===== src/rtl/path_delay_probe.sv =====
// Launch/capture controller for one instrumented delay path: toggles the path input, times the
// synchronised return level in clk cycles, and keeps min/max/sum latency over a run of trials.
//
// state  | meaning
// IDLE   | waiting for start; results of the last run held
// ARM    | waiting for the path output to sit at the current launch level
// LAUNCH | toggle the path input, restart the latency count
// WAIT   | counting cycles until the new level comes back (or TIMEOUT)
// SETTLE | quiet gap so the path fully quiesces before the next trial
// FINISH | one-cycle done pulse, then back to IDLE
module path_delay_probe #(
    parameter int INVERT     = 0,
    parameter int CNT_W      = 8,
    parameter int TRIAL_W    = 8,
    parameter int TIMEOUT    = 200,
    parameter int SETTLE_CYC = 4
) (
    input  logic                     i_clk,
    input  logic                     i_rst_n,
    input  logic                     i_start,
    input  logic [TRIAL_W-1:0]       i_trials,
    output logic                     o_path_launch,
    input  logic                     i_path_capture,
    output logic                     o_busy,
    output logic                     o_done,
    output logic                     o_timeout_err,
    output logic [CNT_W-1:0]         o_lat_min,
    output logic [CNT_W-1:0]         o_lat_max,
    output logic [CNT_W+TRIAL_W-1:0] o_lat_sum
);

    localparam int SUM_W     = CNT_W + TRIAL_W;
    localparam int SETTLE_LD = (SETTLE_CYC > 0) ? (SETTLE_CYC - 1) : 0;

    localparam logic [CNT_W-1:0]   TMO_VAL   = CNT_W'(TIMEOUT);
    localparam logic [CNT_W-1:0]   TMO_M1    = CNT_W'(TIMEOUT - 1);
    localparam logic [CNT_W-1:0]   SETTLE_M1 = CNT_W'(SETTLE_LD);
    localparam logic [TRIAL_W-1:0] ONE_TRIAL = TRIAL_W'(1);
    localparam logic               INV_B     = (INVERT != 0);

    typedef enum logic [2:0] {
        S_IDLE   = 3'd0,
        S_ARM    = 3'd1,
        S_LAUNCH = 3'd2,
        S_WAIT   = 3'd3,
        S_SETTLE = 3'd4,
        S_FINISH = 3'd5
    } state_t;

    state_t r_state;
    state_t w_next;

    logic               r_sync1;
    logic               r_cap_s;
    logic               r_path_launch;
    logic [CNT_W-1:0]   r_cnt;
    logic [CNT_W-1:0]   r_tmr;
    logic [TRIAL_W-1:0] r_left;
    logic               r_timeout_err;
    logic [CNT_W-1:0]   r_lat_min;
    logic [CNT_W-1:0]   r_lat_max;
    logic [SUM_W-1:0]   r_lat_sum;

    logic               w_expected;
    logic               w_match;
    logic               w_start_ok;
    logic               w_tmr_tc;
    logic               w_wait_tc;
    logic               w_record;
    logic               w_wait_expire;
    logic               w_arm_expire;
    logic               w_enter_arm;
    logic               w_enter_settle;
    logic               w_more_trials;
    logic [CNT_W-1:0]   w_rec_val;

    // Two-flop synchroniser; its two cycles are deliberately part of every measured latency.
    always_ff @(posedge i_clk or negedge i_rst_n) begin
        if (!i_rst_n) begin
            r_sync1 <= 1'b0;
            r_cap_s <= 1'b0;
        end else begin
            r_sync1 <= i_path_capture;
            r_cap_s <= r_sync1;
        end
    end

    assign w_expected     = r_path_launch ^ INV_B;
    assign w_match        = (r_cap_s == w_expected);
    assign w_start_ok     = (r_state == S_IDLE) && i_start;
    assign w_tmr_tc       = (r_tmr == '0);
    assign w_wait_tc      = (r_cnt == TMO_VAL);
    assign w_record       = (r_state == S_WAIT) && (w_match || w_wait_tc);
    assign w_wait_expire  = (r_state == S_WAIT) && !w_match && w_wait_tc;
    assign w_arm_expire   = (r_state == S_ARM) && !w_match && w_tmr_tc;
    assign w_rec_val      = w_match ? r_cnt : TMO_VAL;
    assign w_more_trials  = (r_left > ONE_TRIAL);
    assign w_enter_arm    = (w_next == S_ARM) && (r_state != S_ARM);
    assign w_enter_settle = (w_next == S_SETTLE) && (r_state != S_SETTLE);

    always_ff @(posedge i_clk or negedge i_rst_n) begin
        if (!i_rst_n) begin
            r_state <= S_IDLE;
        end else begin
            r_state <= w_next;
        end
    end

    always_comb begin
        w_next = r_state;
        case (r_state)
            S_IDLE: begin
                if (i_start) begin
                    w_next = S_ARM;
                end
            end
            S_ARM: begin
                if (w_match) begin
                    w_next = S_LAUNCH;
                end else if (w_tmr_tc) begin
                    w_next = S_FINISH;
                end
            end
            S_LAUNCH: begin
                w_next = S_WAIT;
            end
            S_WAIT: begin
                if (w_record) begin
                    w_next = S_SETTLE;
                end
            end
            S_SETTLE: begin
                if (w_tmr_tc) begin
                    w_next = w_more_trials ? S_ARM : S_FINISH;
                end
            end
            S_FINISH: begin
                w_next = S_IDLE;
            end
            default: begin
                w_next = S_IDLE;
            end
        endcase
    end

    // busy drops in FINISH so the host sees busy=0 together with the done pulse.
    always_comb begin
        o_busy = 1'b0;
        o_done = 1'b0;
        case (r_state)
            S_IDLE:   o_busy = 1'b0;
            S_FINISH: o_done = 1'b1;
            default:  o_busy = 1'b1;
        endcase
    end

    // Shared down-counter: ARM timeout window and SETTLE gap never overlap.
    always_ff @(posedge i_clk or negedge i_rst_n) begin
        if (!i_rst_n) begin
            r_tmr <= '0;
        end else if (w_enter_arm) begin
            r_tmr <= TMO_M1;
        end else if (w_enter_settle) begin
            r_tmr <= SETTLE_M1;
        end else if (!w_tmr_tc) begin
            r_tmr <= r_tmr - CNT_W'(1);
        end
    end

    always_ff @(posedge i_clk or negedge i_rst_n) begin
        if (!i_rst_n) begin
            r_cnt <= '0;
        end else if (r_state == S_LAUNCH) begin
            r_cnt <= CNT_W'(1);
        end else if ((r_state == S_WAIT) && !w_record) begin
            r_cnt <= r_cnt + CNT_W'(1);
        end
    end

    // Launch level is not cleared between runs, so consecutive trials alternate rise/fall.
    always_ff @(posedge i_clk or negedge i_rst_n) begin
        if (!i_rst_n) begin
            r_path_launch <= 1'b0;
        end else if (r_state == S_LAUNCH) begin
            r_path_launch <= ~r_path_launch;
        end
    end

    always_ff @(posedge i_clk or negedge i_rst_n) begin
        if (!i_rst_n) begin
            r_left <= '0;
        end else if (w_start_ok) begin
            r_left <= (i_trials == '0) ? ONE_TRIAL : i_trials;
        end else if ((r_state == S_SETTLE) && w_tmr_tc && w_more_trials) begin
            r_left <= r_left - ONE_TRIAL;
        end
    end

    always_ff @(posedge i_clk or negedge i_rst_n) begin
        if (!i_rst_n) begin
            r_timeout_err <= 1'b0;
        end else if (w_start_ok) begin
            r_timeout_err <= 1'b0;
        end else if (w_wait_expire || w_arm_expire) begin
            r_timeout_err <= 1'b1;
        end
    end

    always_ff @(posedge i_clk or negedge i_rst_n) begin
        if (!i_rst_n) begin
            r_lat_min <= '1;
            r_lat_max <= '0;
            r_lat_sum <= '0;
        end else if (w_start_ok) begin
            r_lat_min <= '1;
            r_lat_max <= '0;
            r_lat_sum <= '0;
        end else if (w_record) begin
            if (w_rec_val < r_lat_min) begin
                r_lat_min <= w_rec_val;
            end
            if (w_rec_val > r_lat_max) begin
                r_lat_max <= w_rec_val;
            end
            r_lat_sum <= r_lat_sum + SUM_W'(w_rec_val);
        end
    end

    assign o_path_launch = r_path_launch;
    assign o_timeout_err = r_timeout_err;
    assign o_lat_min     = r_lat_min;
    assign o_lat_max     = r_lat_max;
    assign o_lat_sum     = r_lat_sum;

endmodule

===== config.mk =====
export PLATFORM = sky130hd
export DESIGN_NAME = path_delay_probe
export DESIGN_NICKNAME = d
export VERILOG_FILES = /design/src/rtl/path_delay_probe.sv
export SDC_FILE = /design/constraint.sdc
export NUM_CORES = 1
export LEC_CHECK = 0
export ABC_CLOCK_PERIOD_IN_PS = 2600
export CAP_MARGIN = 20
export CORE_MARGIN = 4
export CORE_UTILIZATION = 41
export CTS_BUF_LIST = sky130_fd_sc_hd__clkbuf_16
export CTS_CLUSTER_SIZE = 12
export DETAILED_ROUTE_END_ITERATION = 8
export PLACE_DENSITY = 0.72
export SETUP_SLACK_MARGIN = 0.02
export SYNTH_ARGS = -nofsm -noshare
export SYNTH_HDL_FRONTEND = slang
export SYNTH_SLANG_ARGS = --single-unit

===== constraint.sdc =====
create_clock -name i_clk -period 2.6 [get_ports i_clk]
set_input_delay 0.52 -clock i_clk [delete_from_list [all_inputs] [get_ports i_clk]]
set_output_delay 0.52 -clock i_clk [all_outputs]
set_load 0.05 [all_outputs]

==> flow_summary.ini <==
[critical_path]
start_kind = register
endpoint_kind = register
critical_path_class = register to register
critPathArrivalTime_ps = 2750
worstPathMaxFanout = 8
cp.required_ps = 2850
r2r_cells = 10

[synth]
synth_edf_count = 0
ys_warn_count = 0
syn_inst = 410
async_flop_share = 1.00
ys_ff_latch = 63
synthFlopType = dfrtp_1
avgSynthCellArea_um2 = 9.41
synth.distinct_cells = 59
synth.yosys.seq_area_share = 0.411
synth_area_mm2 = 0.00386
synth_nets = 451

[run]
maxCapViolCount = 0

[clocking]
cts_root_buffer = clkbuf_16
ctsLongestPathBuffers = 2
insertion_delay_ps = 330
cts_buffers = 9
cts_tree = done
cts.hold.buffers_added = 0
clk_pin_slew_ps = 50
clkSinkCount = 63
cts_max_level = 3

[finish]
antenna_cells = 0
fillerInstances = 822
drive_gt1_frac = 0.154
area_growth_pct = 28.5
nets = 517
instances_no_fill = 592
final_cell_mix = dfrtp_1, clkdlybuf4s50_1, nand2_1
layout_commonest_cell = dfrtp_1
final_area_mm2 = 0.00496

[die]
die_h_um = 105
die_area_mm2 = 0.0110
io-pin-count = 48
start_util = 0.419
die_x_um = 105
fp.coreArea_mm2 = 0.00920
rows = 35

[timing]
finalHoldViolCount = 0
period_needed_ps = 2500
maxSlewViolCount = 0
tightest_slew_ps = 751
setup_viol = 0
skew_ps = 5.34
whs_ps = 259
fmax_mhz = 400
period_share = 0.962
max-slew-margin-rel = 0.499

[route]
drtIter0Drc = 125
ant_nets = 0
via_count = 3247
avgRoutedWirePerCell_um = 16.1
post-route-drc-count = 0
drt-vias-per-instance = 5.48
dr.pass1.iters = 4
routed_wl_mm = 9.51

[global_route]
grt_pass1_vias = 3334
grt_first_pass_wirelength_mm = 16.1
overflow = 0
grt_max_degree = 34
antenna_found_initial = 0
grt_use_total = 0.180

[outcome]
outcome = complete, no violations

[placed_design]
numPortBuffers = 47
place_inst = 570
place.gp.congestion = 0.872
hpwlAfterDp_mm = 6.85
dpl_cell_area_mm2 = 0.00455

[pwr]
p_per_area_mw_per_mm2 = 1130
vdd_drop_max_mv = 0.566
total_power_uw = 5620
p_leak_uw = 0.00234

[hold_path]
holdCritPathClass = primary input to asynchronous set/reset pin
final timing paths:
check                                  startpoint                  endpoint  slack (ps)
worst max-delay path            r_cap_s$_DFF_PN0_  o_lat_min[5]$_DFFE_PN1P_         100
worst min-delay path                      i_rst_n      r_tmr[1]$_DFFE_PN0P_         260
worst max register to register  r_cap_s$_DFF_PN0_  o_lat_min[5]$_DFFE_PN1P_         100
worst min register to register  r_sync1$_DFF_PN0_         r_cap_s$_DFF_PN0_         360
max in group asynchronous                 i_rst_n  o_lat_sum[6]$_DFFE_PN0P_        1710
min in group i_clk              r_sync1$_DFF_PN0_         r_cap_s$_DFF_PN0_         360
timing repair:
action / in CTS / in global routing
buffers inserted: 1 / 5
resized for setup: 1 / 24
pin swaps: 1 / 10
cloned: 0 / 0
setup endpoints to repair: 5 / 26
through the flow:
| step | setup TNS, ps | utilization | setup WS, ps |
|---|---|---|---|
| 2_1_floorplan | 0 | - | 53.1 |
| 3_3_place_gp | 0 | 0.495 | 148 |
| 3_5_place_dp | -5.27 | 0.495 | -5.27 |
| 4_1_cts | 0 | 0.526 | 29.8 |
| 5_1_grt | -5.09 | 0.539 | -5.09 |
| 6_report | 0 | 0.539 | 99.2 |
state kept, by name (all words and copies together) (netlist names):
| signal | cells |
|---|---|
| o_lat_max | 8 |
| o_lat_min | 8 |
| o_lat_sum | 16 |
| o_path_launch | 1 |
| o_timeout_err | 1 |
| r_cap_s | 1 |
| r_cnt | 8 |
| r_left | 8 |
| r_state | 3 |
| r_sync1 | 1 |
| r_tmr | 8 |
power by group:
group	leakage, uW	total [uW]	switching (uW)	internal (uW)
clock network	0.000149	1140	422	721
registers	0.000794	1660	357	1310
logic	0.00140	2820	1690	1130
total	0.00234	5620	2470	3150
cell type report:
| type | count | area [um2] | area share |
|---|---|---|---|
| Timing Repair Buffer | 67 | 642 | 0.130 |
| Clock inverter | 7 | 52.6 | 0.0106 |
| Inverter | 33 | 124 | 0.0250 |
| Sequential cell | 63 | 1590 | 0.321 |
| Multi-Input combinational cell | 302 | 2180 | 0.441 |
| Tap cell | 111 | 139 | 0.0280 |
| Clock buffer | 9 | 225 | 0.0454 |
synth_stat cells (2+ instances only):
cell type	instances	area [um2]
nor3b_1	2	15.0
or4_1	4	30.0
nand2b_1	6	37.5
nand4_1	6	37.5
o211ai_1	5	37.5
xnor2_1	9	78.8
a21oi_1	19	95.1
mux2i_1	22	220
nor4_1	3	18.8
nor3_1	10	50.1
a211oi_1	6	45.0
o221a_1	2	22.5
inv_1	33	124
ha_1	28	350
o21ai_0	18	90.1
xor2_1	10	87.6
o31ai_1	4	30.0
o22ai_1	2	12.5
dfrtp_1	55	1380
nand3_1	21	105
a21o_1	4	30.0
dfstp_2	8	210
nand3b_1	2	15.0
clkbuf_1	10	37.5
or3_1	8	50.1
a31oi_1	2	12.5
nor2_1	31	116
nor2b_1	5	31.3
o21bai_1	2	15.0
and3_1	4	25.0
nand2_1	41	154
cell families after synthesis:
kind of cell / after synthesis / share of synthesized area
adders and majority gates: 29 / 0.0960
DFF: 63 / 0.411
AOI/OAI and AO/OA: 74 / 0.128
and+or+nand+nor: 156 / 0.211
xor gates and xnor gates: 20 / 0.0474
muxes: 23 / 0.0600
buffers and inverters: 45 / 0.0461
critical path: stages (launching register included):
cell	delay, ps
dfrtp_2	470
xor2_4	240
nor2_2	170
inv_2	70
ha_1	290
and4_1	210
o21ai_0	80
a31oi_1	50
or4_1	480
buf_6	170
mux2i_2	190
routing by layer:
layer	up-vias	wire length [um]	GRT usage
li1	1585	-	-
met1	1568	4220	0.229
met2	76	4640	0.296
met3	18	452	0.0432
met4	0	188	0.0684
met5	-	0	0
Power figures use the tool's default switching activity.
